**src/rtl/execute_muldiv_ctrl_pkg.sv**
```systemverilog
`default_nettype none
// +----------------------------------------------------------------------+
// | execute_muldiv_ctrl_pkg                                              |
// | RV32M operation encoding and shared constants for the mul/div unit.  |
// | Revision: 1.0                                                        |
// +----------------------------------------------------------------------+
package execute_muldiv_ctrl_pkg;

    localparam int MULDIV_CYCLES = 32;

    // Encodings are the instruction's funct3 field.
    typedef enum logic [2:0] {
        MUL    = 3'b000,
        MULH   = 3'b001,
        MULHSU = 3'b010,
        MULHU  = 3'b011,
        DIV    = 3'b100,
        DIVU   = 3'b101,
        REM    = 3'b110,
        REMU   = 3'b111
    } muldiv_op_t;

    function automatic logic is_div(input muldiv_op_t op);
        return op[2];
    endfunction

    function automatic logic is_rem(input muldiv_op_t op);
        return op[2] & op[1];
    endfunction

endpackage
`default_nettype wire

```
**src/rtl/execute_muldiv_ctrl_if.sv**
```systemverilog
`default_nettype none
// +----------------------------------------------------------------------+
// | execute_muldiv_ctrl_if                                               |
// | Execute-stage <-> mul/div sequencer handshake and operand bus.       |
// | Revision: 1.0                                                        |
// +----------------------------------------------------------------------+
interface execute_muldiv_ctrl_if
    import execute_muldiv_ctrl_pkg::*;
#(
    parameter int XLEN = 32
);
    logic            start;
    muldiv_op_t      op;
    logic            flush;
    logic [XLEN-1:0] data1;
    logic [XLEN-1:0] data2;
    logic            stall;
    logic            done;
    logic [XLEN-1:0] result;

    modport master (
        output start, op, flush, data1, data2,
        input  stall, done, result
    );

    modport slave (
        input  start, op, flush, data1, data2,
        output stall, done, result
    );
endinterface
`default_nettype wire

```
**src/rtl/execute_muldiv_ctrl.sv**
```systemverilog
`default_nettype none
// +----------------------------------------------------------------------+
// | execute_muldiv_ctrl                                                  |
// | Iterative RV32M shift-add multiplier / restoring divider sequencer.  |
// | Revision: 1.0                                                        |
// +----------------------------------------------------------------------+
module execute_muldiv_ctrl
    import execute_muldiv_ctrl_pkg::*;
#(
    parameter int XLEN = 32
) (
    input wire clk,
    input wire rst,
    execute_muldiv_ctrl_if.slave bus
);

    localparam int CNT_W = $clog2(MULDIV_CYCLES);
    localparam logic [CNT_W-1:0] CNT_LAST = CNT_W'(MULDIV_CYCLES - 1);
    localparam logic [XLEN-1:0] INT_MIN = {1'b1, {(XLEN-1){1'b0}}};

    typedef enum logic [2:0] {
        S_IDLE = 3'd0,
        S_PREP = 3'd1,
        S_CALC = 3'd2,
        S_FIX  = 3'd3,
        S_DONE = 3'd4
    } state_t;

    state_t            state_q,   state_d;
    muldiv_op_t        op_q,      op_d;
    logic [XLEN-1:0]   data1_q,   data1_d;
    logic [XLEN-1:0]   data2_q,   data2_d;
    logic [2*XLEN-1:0] acc_q,     acc_d;
    logic [XLEN-1:0]   opb_q,     opb_d;
    logic [CNT_W-1:0]  cnt_q,     cnt_d;
    logic              neg_res_q, neg_res_d;
    logic              neg_rem_q, neg_rem_d;
    logic [XLEN-1:0]   result_q,  result_d;
    logic              done_q,    done_d;

    logic              sign_a, sign_b;
    logic [XLEN-1:0]   mag_a, mag_b;
    logic [XLEN:0]     mul_sum;
    logic [2*XLEN-1:0] mul_next, div_next;
    logic [XLEN:0]     rem_shift;
    logic [XLEN-1:0]   rem_diff;
    logic              rem_ge;
    logic [2*XLEN-1:0] prod;
    logic [XLEN-1:0]   quot, rem;

    // Operand signedness and magnitudes from the latched operation.
    always_comb begin
        sign_a = 1'b0;
        sign_b = 1'b0;
        case (op_q)
            MULH, DIV, REM: begin
                sign_a = data1_q[XLEN-1];
                sign_b = data2_q[XLEN-1];
            end
            MULHSU:  sign_a = data1_q[XLEN-1];
            default: ;
        endcase
        mag_a = sign_a ? -data1_q : data1_q;
        mag_b = sign_b ? -data2_q : data2_q;
    end

    // One iteration of each algorithm on the shared accumulator.
    // The shifted partial remainder needs XLEN+1 bits for divisors above 2^(XLEN-1).
    always_comb begin
        mul_sum   = {1'b0, acc_q[2*XLEN-1:XLEN]} + (acc_q[0] ? {1'b0, opb_q} : '0);
        mul_next  = {mul_sum, acc_q[XLEN-1:1]};
        rem_shift = acc_q[2*XLEN-1:XLEN-1];
        rem_ge    = (rem_shift >= {1'b0, opb_q});
        rem_diff  = rem_shift[XLEN-1:0] - opb_q;
        div_next  = {(rem_ge ? rem_diff : rem_shift[XLEN-1:0]), acc_q[XLEN-2:0], rem_ge};
        prod      = neg_res_q ? -acc_q : acc_q;
        quot      = neg_res_q ? -acc_q[XLEN-1:0] : acc_q[XLEN-1:0];
        rem       = neg_rem_q ? -acc_q[2*XLEN-1:XLEN] : acc_q[2*XLEN-1:XLEN];
    end

    always_comb begin
        state_d   = state_q;
        op_d      = op_q;
        data1_d   = data1_q;
        data2_d   = data2_q;
        acc_d     = acc_q;
        opb_d     = opb_q;
        cnt_d     = cnt_q;
        neg_res_d = neg_res_q;
        neg_rem_d = neg_rem_q;
        result_d  = result_q;

        case (state_q)
            S_IDLE: begin
                if (bus.start && !bus.flush) begin
                    op_d    = bus.op;
                    data1_d = bus.data1;
                    data2_d = bus.data2;
                    state_d = S_PREP;
                end
            end
            S_PREP: begin
                neg_res_d = sign_a ^ sign_b;
                neg_rem_d = sign_a;
                acc_d     = {{XLEN{1'b0}}, mag_a};
                opb_d     = mag_b;
                cnt_d     = '0;
                if (is_div(op_q) && data2_q == '0) begin
                    result_d = is_rem(op_q) ? data1_q : '1;
                    state_d  = S_DONE;
                end else if ((op_q == DIV || op_q == REM) &&
                             data1_q == INT_MIN && data2_q == '1) begin
                    result_d = (op_q == REM) ? '0 : INT_MIN;
                    state_d  = S_DONE;
                end else begin
                    state_d = S_CALC;
                end
            end
            S_CALC: begin
                acc_d = is_div(op_q) ? div_next : mul_next;
                cnt_d = cnt_q + CNT_W'(1);
                if (cnt_q == CNT_LAST) begin
                    state_d = S_FIX;
                end
            end
            S_FIX: begin
                case (op_q)
                    MUL:                 result_d = prod[XLEN-1:0];
                    MULH, MULHSU, MULHU: result_d = prod[2*XLEN-1:XLEN];
                    DIV, DIVU:           result_d = quot;
                    default:             result_d = rem;
                endcase
                state_d = S_DONE;
            end
            S_DONE:  state_d = S_IDLE;
            default: state_d = S_IDLE;
        endcase

        // A flush discards the in-flight op; once DONE is reached the result is committed.
        if (bus.flush && state_q != S_DONE) begin
            state_d  = S_IDLE;
            result_d = result_q;
        end

        done_d = (state_d == S_DONE);
    end

    always_ff @(posedge clk or negedge rst) begin
        if (!rst) begin
            state_q   <= S_IDLE;
            op_q      <= MUL;
            data1_q   <= '0;
            data2_q   <= '0;
            acc_q     <= '0;
            opb_q     <= '0;
            cnt_q     <= '0;
            neg_res_q <= 1'b0;
            neg_rem_q <= 1'b0;
            result_q  <= '0;
            done_q    <= 1'b0;
        end else begin
            state_q   <= state_d;
            op_q      <= op_d;
            data1_q   <= data1_d;
            data2_q   <= data2_d;
            acc_q     <= acc_d;
            opb_q     <= opb_d;
            cnt_q     <= cnt_d;
            neg_res_q <= neg_res_d;
            neg_rem_q <= neg_rem_d;
            result_q  <= result_d;
            done_q    <= done_d;
        end
    end

    assign bus.stall  = bus.start & (state_q != S_DONE) & ~bus.flush;
    assign bus.done   = done_q;
    assign bus.result = result_q;

endmodule
`default_nettype wire

```
**src/flat_wrapper.sv**
```systemverilog
// flat-port wrapper written by rule: the top's interface ports become plain ports
module execute_muldiv_ctrl_flat import execute_muldiv_ctrl_pkg::*;
#(
    parameter int XLEN = 32
)
  (clk, rst, bus_start, bus_op, bus_flush, bus_data1, bus_data2, bus_stall, bus_done, bus_result);
  execute_muldiv_ctrl_if #(.XLEN(XLEN)) bus_i ();
  input wire clk;
  input wire rst;
  input wire logic [$bits(bus_i.start)-1:0] bus_start;
  input wire logic [$bits(bus_i.op)-1:0] bus_op;
  input wire logic [$bits(bus_i.flush)-1:0] bus_flush;
  input wire logic [$bits(bus_i.data1)-1:0] bus_data1;
  input wire logic [$bits(bus_i.data2)-1:0] bus_data2;
  output wire logic [$bits(bus_i.stall)-1:0] bus_stall;
  output wire logic [$bits(bus_i.done)-1:0] bus_done;
  output wire logic [$bits(bus_i.result)-1:0] bus_result;
  assign bus_i.start = bus_start;
  assign bus_i.op = bus_op;
  assign bus_i.flush = bus_flush;
  assign bus_i.data1 = bus_data1;
  assign bus_i.data2 = bus_data2;
  assign bus_stall = bus_i.stall;
  assign bus_done = bus_i.done;
  assign bus_result = bus_i.result;
  execute_muldiv_ctrl #(.XLEN(XLEN)) u_core (.clk(clk), .rst(rst), .bus(bus_i));
endmodule
```
**config.mk**
```make
export PLATFORM = sky130hd
export DESIGN_NAME = execute_muldiv_ctrl_flat
export DESIGN_NICKNAME = d
export VERILOG_FILES = /design/src/rtl/execute_muldiv_ctrl_pkg.sv /design/src/rtl/execute_muldiv_ctrl_if.sv /design/src/rtl/execute_muldiv_ctrl.sv /design/src/flat_wrapper.sv
export SDC_FILE = /design/constraint.sdc
export NUM_CORES = 1
export LEC_CHECK = 0
export CAP_MARGIN = 0
export CORE_UTILIZATION = 54
export DETAILED_ROUTE_END_ITERATION = 8
export PLACE_DENSITY = 0.76
export RECOVER_POWER = 100
export SLEW_MARGIN = 10
export SYNTH_ARGS = -nofsm -noshare
export SYNTH_HDL_FRONTEND = slang
export SYNTH_SLANG_ARGS = --single-unit
```
**constraint.sdc**
```tcl
create_clock -name clk -period 4 [get_ports clk]
set_clock_uncertainty 0.1 [all_clocks]
set_input_delay 0.4 -clock clk [delete_from_list [all_inputs] [get_ports clk]]
set_output_delay 0.4 -clock clk [all_outputs]
set_load 0.05 [all_outputs]
```
# Yosys cells after proc, flatten, opt, wreduce, memory -nomap -nowiden
# Cells that the tools add are included.
totals:
  inputBits: 71
  wordCells: 83
  regBits: 206
  out_inout_bits: 34
classes:
  bitwise_logic: 6
  add_sub_neg: 8
  n_lt_le_gt_ge: 1
  mux: 24
  eq_ne: 15
  reduce_logical: 18
ops:
  columns: ["operator", "n"]
  rows:
  - ["32-bit 2-to-1 mux", 10]
  - ["64-bit 2-to-1 mux", 2]
  - ["32-bit negator", 4]
  - ["64-bit case mux with 2 select lines", 1]
  - ["32-bit case mux with 3 select lines", 1]
  - ["32-bit equality test, second input constant", 2]
  - ["64-bit negator", 1]
  - ["32-bit case mux with 2 select lines", 1]
  - ["32-bit by 33-bit adder with 33-bit output", 1]
  - ["33-bit by 32-bit >= comparator with 1-bit output", 1]
  - ["32-bit zero test", 1]
  - ["32-bit subtractor", 1]
  - ["3-bit 2-to-1 mux", 5]
  - ["3-bit by 2-bit equality test with 1-bit output, second input constant", 4]
  - ["3-bit equality test, second input constant", 4]
  - ["3-bit case mux with 4 select lines", 1]
  - ["5-bit case mux with 2 select lines", 1]
  - ["3-bit by 1-bit equality test with 1-bit output, second input constant", 2]
  - ["3-bit zero test", 2]
  - ["3-bit OR reduction", 2]
  - ["5-bit by 1-bit adder with 5-bit output, second input constant", 1]
  - ["5-bit equality test, second input constant", 1]
  - ["1-bit logical AND", 5]
  - ["2-bit nonzero test", 2]
  - ["other kinds (12)", 16]

# Logic depth before layout (Yosys ltp)
# Gate-level depths: netlist of the first run.
depth:
  ltp_word: 9
  mapped_depth: 15
  ltp_nobuf: 14

# Least setup slack after synthesis of the first run
# OpenSTA, ideal clock, no wires.
synth_timing:
  path_kind: "register -> register"
  startpoint: "register u_core.acc_q[46]"
  endpoint: "register u_core.result_q[31] (netlist: u_core.bus.result[31])"
  n_path_buf: 1
  required_time_ns: 3.805
  path_stages_with_launch: 11
  arrival_time_ns: 3.413
  period_less_slack_ns: 3.609
  setup_time_ns: 0.095
  setup_slack_ns: 0.391
  cell_sequence: "dfrtp_1 -> buf_6 -> or4_4 -> or4_4 -> or4_4 -> or3_4 -> or4_4 -> o21ai_1 -> xnor2_1 -> a21oi_2 -> o31ai_1"
synth_via:
  elab_chain_len: 4
  elab_cells_between_ends: 6
  cone_classes: "add/sub (2); mux (4)"
synth_rtl:
  columns: ["element", "line", "source"]
  rows:
  - ["from (decl)", "execute_muldiv_ctrl.sv:33", "logic [2*XLEN-1:0] acc_q, acc_d;"]
  - ["from (signal assigned)", "execute_muldiv_ctrl.sv:154", "acc_q <= '0;"]
  - ["from (signal assigned)", "execute_muldiv_ctrl.sv:166", "acc_q <= acc_d;"]
  - ["64-bit negator or 32-bit negator (tied branches)", "execute_muldiv_ctrl.sv:76, execute_muldiv_ctrl.sv:78", null]
  - ["64-bit 2-to-1 mux or 32-bit 2-to-1 mux (tied branches)", "execute_muldiv_ctrl.sv:76, execute_muldiv_ctrl.sv:78", null]
  - ["32-bit case mux with 3 select lines *", "execute_muldiv_ctrl.sv:127", "case (op_q)"]
  - ["32-bit case mux with 2 select lines *", "execute_muldiv_ctrl.sv:93", "case (state_q)"]
  - ["to (signal assigned)", "execute_muldiv_ctrl.sv:171", "result_q <= result_d;"]
  - ["to (decl)", "execute_muldiv_ctrl.sv:38", "logic [XLEN-1:0] result_q, result_d;"]
# Every way passes the cells marked *; elsewhere a longest branch is shown, timed or not.
# A chain may end at the register's enable or synchronous reset.

# Worst setup path after layout of the first run
layout_timing:
  startpoint: "register u_core.acc_q[49]"
  endpoint: "register u_core.result_q[23] (netlist: u_core.bus.result[23])"
# Same word-level chain as after synthesis.

==> summary.md, run 1 <==
| Metric | Value |
|---|---|
| Global-route wire length before repair | 86690 um |
| Residual DRC | 0 |
| Status | finished with violations |
| Top-area cell type share of the netlist area | 31.47% |
| Fillers | 2540 |
| I/O Pins | 105 |
| Post-synth top cells | o21ai_0 (230), dfrtp_1 (206), nand2_1 (190) |
| Remaining global-route overflow | 0 |
| Worst-Skew Late Latency | 550 ps |
| DP Wirelength | 41390 um |
| Dominant cell type by area after synthesis | dfrtp_1 |
| Die Area | 31040 um2 |
| Die Height | 176.2 um |
| Depth of the CTS H-tree | 1 |
| Worst Setup Path Type | reg2reg |
| Top post-synthesis cells by area | dfrtp_1 (31%), o21ai_0 (7.0%), ha_1 (5.4%) |
| CTS tree | done |
| Post-route ant nets | 0 |
| Final period utilization | 96.19% |
| Synth async-reset ratio | 100.0% |
| Synth Flop Type | dfrtp_1 |
| RSZ-0062 raised after global routing | false |
| Violated checks | max-capacitance violations, max-slew violations |
| # rows | 63 |
| Global-route total usage across every layer | 35.79% |
| Post-Route WL | 55500 um |
| Wire per inst | 22.49 um |
| Logic pwr share | 60.8% |
| Initial Util | 55.12% |
| Die Span X | 176.2 um |
| Final Util | 63.18% |
| Register area share after synthesis | 31.47% |
| Sequential Area | 5155 um2 |
| Switch share | 49.64% |
| Clk slew on worst S/H paths | 60 ps |
| Mapped Cells | 1987 |
| Final hold vios | 0 |
| Post-Syn Area | 16380 um2 |
| Part of the power in the clock network | 14.0% |
| GP Congestion | 0.9997 |
| Synth warn | 0 |
| # port buffers | 104 |
| Slew Viols, Final | 200 |
| Area Growth Syn to Fin | 14.61% |
| Footprint of the multi-input gates | 10470 um2 |
| Vias post-DR | 15966 |
| Minimum clock period | 3848 ps |
| Share of layout cells above drive strength 1 | 10.15% |
| Setup violations, final | 0 |
| Vias per cell | 6.469 |
| Worst slew pin tran | 2478 ps |
| Net Sw Power | 7.638 mW |
| Worst setup EP type | flip-flop |
| Clock Sinks | 206 |
| CP max FO | 5 |
| TritonRoute pass-1 iters | 6 |
| Antenna cells | 0 |
| Max-cap violations | 3 |
| # nets final | 2205 |
| Dominant cell by count in the synthesized netlist | o21ai_0 |
| Critical Path AT | 4190 ps |
| Largest net degree at the start of global routing | 101 |
| Clock Path Buffers | 3 |
| Antenna violations before repair | 2 |
| Syn_nets | 2131 |
| Setup TNS | 0 ps |
| TritonCTS Buffers | 24 |
| Root buffer cell | clkbuf_16 |
| Core footprint | 29720 um2 |
| Leakage | 7.786 nW |
| Required @ worst endpoint | 4340 ps |
| Post-synth EDFFs | 0 |
| Synth Area per Inst | 8.244 um2 |
| F_max | 259.9 MHz |
| Rel. slew slack | -65.19% |
| Hold WC Path Type | in2reg |
| Setup crit start kind | flip-flop |
| Register share of total power | 25.2% |
| Pwr Density | 819.6 nW/um2 |
| P_int | 7.749 mW |
| Detailed Route Iter0 Violations | 1979 |
| Seq cells post-synth | 206 |
| Vias in the first global route | 15149 |
| Worst IR Drop VDD | 0.4197 mV |
| Distinct cell type count after synthesis | 73 |
==> state kept, by name, indices dropped and copies added (netlist names) <==
signal             flops
u_core.acc_q          64
u_core.bus.result     32
u_core.data1_q        32
u_core.data2_q        32
u_core.opb_q          32
u_core.cnt_q           5
u_core.op_q            3
u_core.state_q         3
u_core.bus.done        1
u_core.neg_rem_q       1
u_core.neg_res_q       1
==> area by class of cell <==
class                      count  area share, %
inverter                      75          1.499
clock buffer                  33          3.645
multi-input combinational   1576          55.77
sequential                   206          27.46
timing repair buffer         178          8.557
clock inverter                10         0.4665
tap                          390          2.599
==> final timing paths <==
path | depth (start not counted) | startpoint | end | slack (ps)
max | 10 | u_core.acc_q[49] | u_core.bus.result[23] | 150
min | 3 | bus_op[2] | u_core.op_q[2] | 330
max reg2reg | 10 | u_core.acc_q[49] | u_core.bus.result[23] | 150
min reg2reg | 2 | u_core.bus.result[12] | u_core.bus.result[12] | 370
max in group asynchronous | 3 | rst | u_core.bus.result[10] | 660
min in group asynchronous | 2 | rst | u_core.data2_q[9] | 1050
==> critical path, stage by stage, from the launching register on <==
cell and delay [ps]:
dfrtp_1 380, or4_4 560, or4_1 540, or4_4 600
or3_1 360, nand2_1 100, xor2_1 180, o22ai_1 100
a21oi_1 390, o21ai_0 140, mux2_2 280
==> stage by stage <==
| stage | hold WS (ps) | instance area [um2] | setup slack [ps] | cells | power, mW |
|---|---|---|---|---|---|
| 2_1_floorplan | 4.409 | 16380 | 391.5 | 1987 | 10.14 |
| 3_3_place_gp | 361.0 | 18040 | 270.5 | 2424 | 12.85 |
| 3_5_place_dp | 367.4 | 18040 | 216.6 | 2424 | 12.99 |
| 4_1_cts | 321.8 | 18820 | 186.1 | 2468 | 15.21 |
| 5_1_grt | 352.2 | 18770 | 10.31 | 2468 | 16.39 |
| 6_report | 328.2 | 18770 | 152.3 | 2468 | 15.39 |
==> cells in the final DEF, fill, tap and decap left out, types with 69 or more instances in the layout <==
cell type	n
dfrtp_1	206
nand2_1	189
ha_1	70
xor2_1	89
xnor2_1	99
a21oi_1	140
nor2_1	131
o21ai_0	230
clkdlybuf4s50_1	69
inv_1	75
==> power groups by stage <==
stage	combinational, mW	sequential [mW]	clock (mW)
final	9.35	3.87	2.16
after detailed placement	9.15	3.84	0
after global placement	9.05	3.81	0
after global routing	10.2	3.95	2.27
after CTS	9.22	3.81	2.17
after floorplan	6.45	3.69	0
==> routing by layer <==
| metal | GRT usage (%) | wire length (um) | vias to the layer above |
|---|---|---|---|
| li1 | - | - | 7331 |
| met1 | 51.95 | 24460 | 7686 |
| met2 | 52.36 | 23360 | 807 |
| met3 | 8.527 | 5895 | 140 |
| met4 | 10.72 | 1775 | 2 |
| met5 | 0 | 16 | - |
==> logic make-up after synthesis <==
logic type / count (synthesis) / synth area share (%)
adders and majority gates: 73 / 5.668
AOI/OAI and AO/OA: 625 / 23.27
DFF: 206 / 31.47
and+or+nand+nor: 571 / 16.88
muxes: 118 / 7.738
buffers and inverters: 205 / 4.827
xor gates and xnor gates: 189 / 10.15
==> repair_timing <==
action,in CTS,in global routing
endpoints found under the hold margin,97,0
gates resized for setup,0,4
endpoints found under the setup margin,0,4
buffers inserted,0,0
hold buffers,1,0
Power figures use the tool's default switching activity.
==> run 2: changes to the inputs <==
- CORE_MARGIN: not set -> 2
- GPL_TIMING_DRIVEN: not set -> 0
==> summary.md, run 2 (same netlist as run 1, synthesis figures left out) <==
| Metric | Value |
|---|---|
| Status | finished with violations |
| Violated checks | max-capacitance violations, max-slew violations, negative setup slack |
| Die Span X | 178.2 um |
| Max-cap violations | 2 |
| # rows | 63 |
| Critical path's largest stage delay | 610 ps |
| Most frequent cells in the layout | o21ai_0 (225), dfrtp_1 (200), nand2_1 (189) |
| # nets final | 2272 |
| Net Sw Power | 7.989 mW |
| Buffers and inverters on the worst path | 1 |
| Non-Filler Instances | 2537 |
| Worst-Skew Late Latency | 560 ps |
| Required @ worst endpoint | 4330 ps |
| Largest Register | u_core.acc_q |
| Detailed Route Iter0 Violations | 1912 |
| Vias post-DR | 16565 |
| Total Power | 15.91 mW |
| Area Growth Syn to Fin | 16.77% |
| Logic pwr share | 60.5% |
| Worst-path cell chain | clkbuf_1, or4_4, nor4_4, nand3_2, or3b_4, o41ai_2, xnor2_1, a222oi_1, nor2_1, nor2_1, a2bb2oi_1 |
| Die Area | 31740 um2 |
| Share of layout cells above drive strength 1 | 9.739% |
| Residual DRC | 0 |
| Hold WC Path Type | in2reg |
| Final Worst Setup Slack | -6.746 ps |
| Wire per inst | 24.03 um |
| F_max | 249.6 MHz |
| Vias per cell | 6.529 |
| Register share of total power | 24.1% |
| Slew Viols, Final | 137 |
| DP Wirelength | 46910 um |
| P_int | 7.921 mW |
| Worst Setup Path Type | reg2reg |
| GP Congestion | 0.9958 |
| Antenna violations before repair | 1 |
| Most used cell, CP | nor2_1 |
| Part of the power in the clock network | 15.4% |
| Rel. slew slack | -21.68% |
| Worst setup EP type | flip-flop |
| Global-route wire length before repair | 92780 um |
| Post-Route WL | 60980 um |
| Final period utilization | 100.2% |
| Leakage | 7.835 nW |
| Setup crit start kind | flip-flop |
| GR Util met3 | 7.864% |
| Clock Sinks | 206 |
| Design area | 19130 um2 |
| Global-route total usage across every layer | 38.49% |
| WHS | 309.5 ps |
| Clock Path Buffers | 3 |
| Worst slew pin tran | 1825 ps |
| Post-route ant nets | 0 |
| I/O Pins | 105 |
| # port buffers | 104 |
| Inst Count DP | 2484 |
| Max reg flops | 64 |
| CP max FO | 7 |
| Die Height | 178.2 um |
| TritonRoute pass-1 iters | 6 |
| GR met1 Demand/Resource | 56.87% |
| Setup violations, final | 1 |
| Pwr Density | 831.8 nW/um2 |
| Vias in the first global route | 15358 |
| Critical path's slowest cell | a222oi_1 |
| Commonest non-fill, non-tap cell in the layout | o21ai_0 |
| Initial Util | 55.12% |
| TritonCTS Buffers | 24 |
| Root buffer cell | clkbuf_16 |
| Final hold vios | 0 |
| Largest net degree at the start of global routing | 75 |
| Placed cell areas | 17980 um2 |
| Busiest grt layer | met2 |
| Clk slew on worst S/H paths | 70 ps |
| Critical Path AT | 4340 ps |
| Depth of the CTS H-tree | 1 |
| Remaining global-route overflow | 0 |
| Setup TNS | -6.746 ps |
| Minimum clock period | 4007 ps |
| CP top delay family | simple AND/OR/NAND/NOR gates |
| Core footprint | 29720 um2 |
| Met2 Use GR | 57.22% |
| Worst IR Drop VDD | 0.4367 mV |
| CTS tree | done |
| Switch share | 50.21% |
[run 2: cell types whose count changed in the layout (fill, tap and decap cells not counted), sizes merged, moves of 3 or more]
cell / delta
buf: -36
bufinv: +4
clkbuf: +103
clkinv: -3
[run 2: layer usage]
layer / routed length (um) / vias to the layer above
met2: 26230 / 909
li1: - / 7469
met1: 26450 / 8064
met5: 19 / -
met4: 1678 / 2
met3: 6597 / 121
[run 2: tightest hold or removal path: cells and delay by family]
kind            cells  cell delay [ps]
simple gates        1               50
buf+inv             1              400
compound gates      1               70
[run 2: worst paths after layout]
check | end | slack [ps] | cells after the start | from
max reg2reg | u_core.bus.result[18] | -7 | 11 | u_core.acc_q[8]
max in group asynchronous | u_core.data1_q[13] | 620 | 3 | rst
max | u_core.bus.result[18] | -7 | 11 | u_core.acc_q[8]
min in group asynchronous | u_core.data2_q[15] | 770 | 2 | rst
min reg2reg | u_core.bus.result[0] | 370 | 1 | u_core.bus.result[0]
min | u_core.data1_q[5] | 310 | 3 | bus_data1[5]
[run 2: metrics by stage]
stage / util [%] / setup slack (ps)
final: 64.36 / -6.746
after global routing: 64.36 / -45.68
after CTS: 63.96 / -76.67
after detailed placement: 60.51 / -878.5
after global placement: 60.27 / -6223
after floorplan: - / 391.5
[run 2: final cells by class]
type	count	area [um2]
multi-input combinational	1576	10620
fill	2551	10590
sequential	206	5162
timing repair buffer	120	1179
clock buffer	34	698.2
buffer	125	516.7
tap	390	488.0
inverter	75	281.5
clock inverter	10	180.2
antenna	1	2.502
[run 2: power by group through the flow]
stage | clock [mW] | sequential (mW) | combinational [mW]
floorplan | 0 | 3.69 | 6.45
global placement | 0 | 3.77 | 9.04
detailed placement | 0 | 3.80 | 9.13
CTS | 2.46 | 3.76 | 9.30
global route | 2.54 | 3.89 | 10.4
finish | 2.45 | 3.83 | 9.63
[run 2: repair_timing]
item                       CTS  global route
hold endpoints to repair    60             0
gates resized for setup     28            51
hold buffers                 1             0
setup endpoints to repair   46            60
pin swaps                    2             7
setup buffers                4             8
==> run 3: changes to the inputs <==
- SLEW_MARGIN: 10 -> not set
==> summary.md, run 3 (same netlist as run 1, synthesis figures left out) <==
| Metric | Value |
|---|---|
| Hold WC Path Type | in2reg |
| Design area | 18900 um2 |
| Most frequent cells in the layout | o21ai_0 (226), dfrtp_1 (200), nand2_1 (190) |
| Slew Viols, Final | 89 |
| Post-route ant nets | 0 |
| Worst slew pin tran | 2076 ps |
| Cells on worst reg2reg path | 13 |
| Leakage | 7.711 nW |
| Root buffer cell | clkbuf_16 |
| Final hold vios | 0 |
| Global-route wire length before repair | 92250 um |
| Clock Path Buffers | 3 |
| Pwr Density | 818.6 nW/um2 |
| Share of layout cells above drive strength 1 | 9.210% |
| Vias per cell | 6.513 |
| Largest Register | u_core.acc_q |
| I/O Pins | 105 |
| Antenna cells | 0 |
| Setup violations, final | 0 |
| Worst-Skew Late Latency | 540 ps |
| WHS | 326.8 ps |
| Post-Route WL | 60290 um |
| Rel. slew slack | -38.41% |
| Hold path cells | 3 |
| Max-cap violations | 1 |
| DP Wirelength | 46710 um |
| Die Height | 178.2 um |
| Final period utilization | 99.23% |
| Initial Util | 55.12% |
| Final Worst Setup Slack | 30.76 ps |
| Worst Setup Path Type | reg2reg |
| Antenna violations before repair | 0 |
| Die Area | 31740 um2 |
| Die Span X | 178.2 um |
| TritonCTS Buffers | 23 |
| Largest net degree at the start of global routing | 120 |
| Final Util | 63.60% |
| Worst slack at placement | -924.8 ps |
| Core footprint | 29720 um2 |
| TritonRoute pass-1 iters | 6 |
| Setup TNS | 0 ps |
| Internal reg-to-reg setup slack | 30 ps |
| Vias post-DR | 16472 |
| Inst Count DP | 2483 |
| GP Congestion | 0.9958 |
| # port buffers | 104 |
| CTS tree | done |
| Worst IR Drop VDD | 0.3720 mV |
| Required @ worst endpoint | 4320 ps |
| Vias in the first global route | 15283 |
| Non-Filler Instances | 2529 |
| Depth of the CTS H-tree | 1 |
| Commonest non-fill, non-tap cell in the layout | o21ai_0 |
| F_max | 251.9 MHz |
| Wire per inst | 23.84 um |
| # nets final | 2269 |
| Total Power | 15.47 mW |
| Max reg flops | 64 |
| # rows | 63 |
| CP max FO | 7 |
| Placed cell areas | 17950 um2 |
| Minimum clock period | 3969 ps |
| Area Growth Syn to Fin | 15.38% |
| Critical Path AT | 4290 ps |
| Status | finished with violations |
| Setup crit start kind | flip-flop |
| Detailed Route Iter0 Violations | 1766 |
| Clk slew on worst S/H paths | 60 ps |
| Worst setup EP type | flip-flop |
| Clock Sinks | 206 |
| Remaining global-route overflow | 0 |
| Violated checks | max-capacitance violations, max-slew violations |
| Global-route total usage across every layer | 38.29% |
| Residual DRC | 0 |
## run 3: cell types whose count changed in the layout (fill, tap and decap cells not counted), moves of 2 or more
| cell | previous run | this run |
|---|---|---|
| a21oi_1 | 131 | 133 |
| a21oi_2 | 10 | 8 |
| buf_2 | 8 | 5 |
| buf_4 | 14 | 8 |
| buf_6 | 2 | 4 |
| bufinv_16 | 4 | 0 |
| clkbuf_1 | 104 | 107 |
| clkbuf_4 | 1 | 4 |
| clkbuf_8 | 6 | 2 |
| clkinv_2 | 3 | 1 |
| clkinv_4 | 0 | 2 |
| clkinvlp_4 | 2 | 4 |
## run 3: area by class of cell
class | count | area (um2)
Sequential cell | 206 | 5162
Inverter | 75 | 281.5
Timing Repair Buffer | 117 | 1155
Tap cell | 390 | 488.0
Clock inverter | 8 | 61.31
Clock buffer | 31 | 625.6
Buffer | 126 | 526.8
Multi-Input combinational cell | 1576 | 10600
Fill cell | 2585 | 10820
## run 3: worst paths after layout
kind	from	to
max in group asynchronous	rst	u_core.acc_q[48]
worst max-delay path	u_core.acc_q[33]	u_core.bus.result[18]
worst min register to register	u_core.bus.result[0]	u_core.bus.result[0]
min in group asynchronous	rst	u_core.data2_q[16]
worst max register to register	u_core.acc_q[33]	u_core.bus.result[18]
worst min-delay path	bus_data2[0]	u_core.data2_q[0]
## run 3: power by group
part           switching [mW]  internal, mW  leakage [nW]  total, mW
Clock                   0.916          1.10         0.322       2.01
Combinational            5.96          3.68          4.85       9.63
Sequential               1.05          2.78          2.54       3.82
## run 3: critical path: stages, from the launching register on
cell and delay [ps]:
dfrtp_2 440, inv_1 110, ha_1 220, or3b_4 430, or3_4 370, or3_4 440, or2_2 310, clkbuf_2 180
o21ai_1 170, xnor2_1 80, a222oi_1 660, nor2_1 80, nor2_1 160, a2bb2oi_1 80
## run 3: metal layers
metal  vias to the layer above  track usage (%)  share of wire, %
met3                       122            7.864                11
met5                         -                0                 0
met2                       896            56.33                43
li1                       7458                -                 -
met1                      7996            56.91                44
met4                         0            10.43               2.9
## run 3: timing repair
item | in CTS | in global routing
endpoints found under the setup margin | 49 | 59
pin swaps | 3 | 7
hold endpoints to repair | 87 | 0
buffers inserted | 2 | 8
hold buffers | 1 | 0
gates resized for setup | 32 | 41
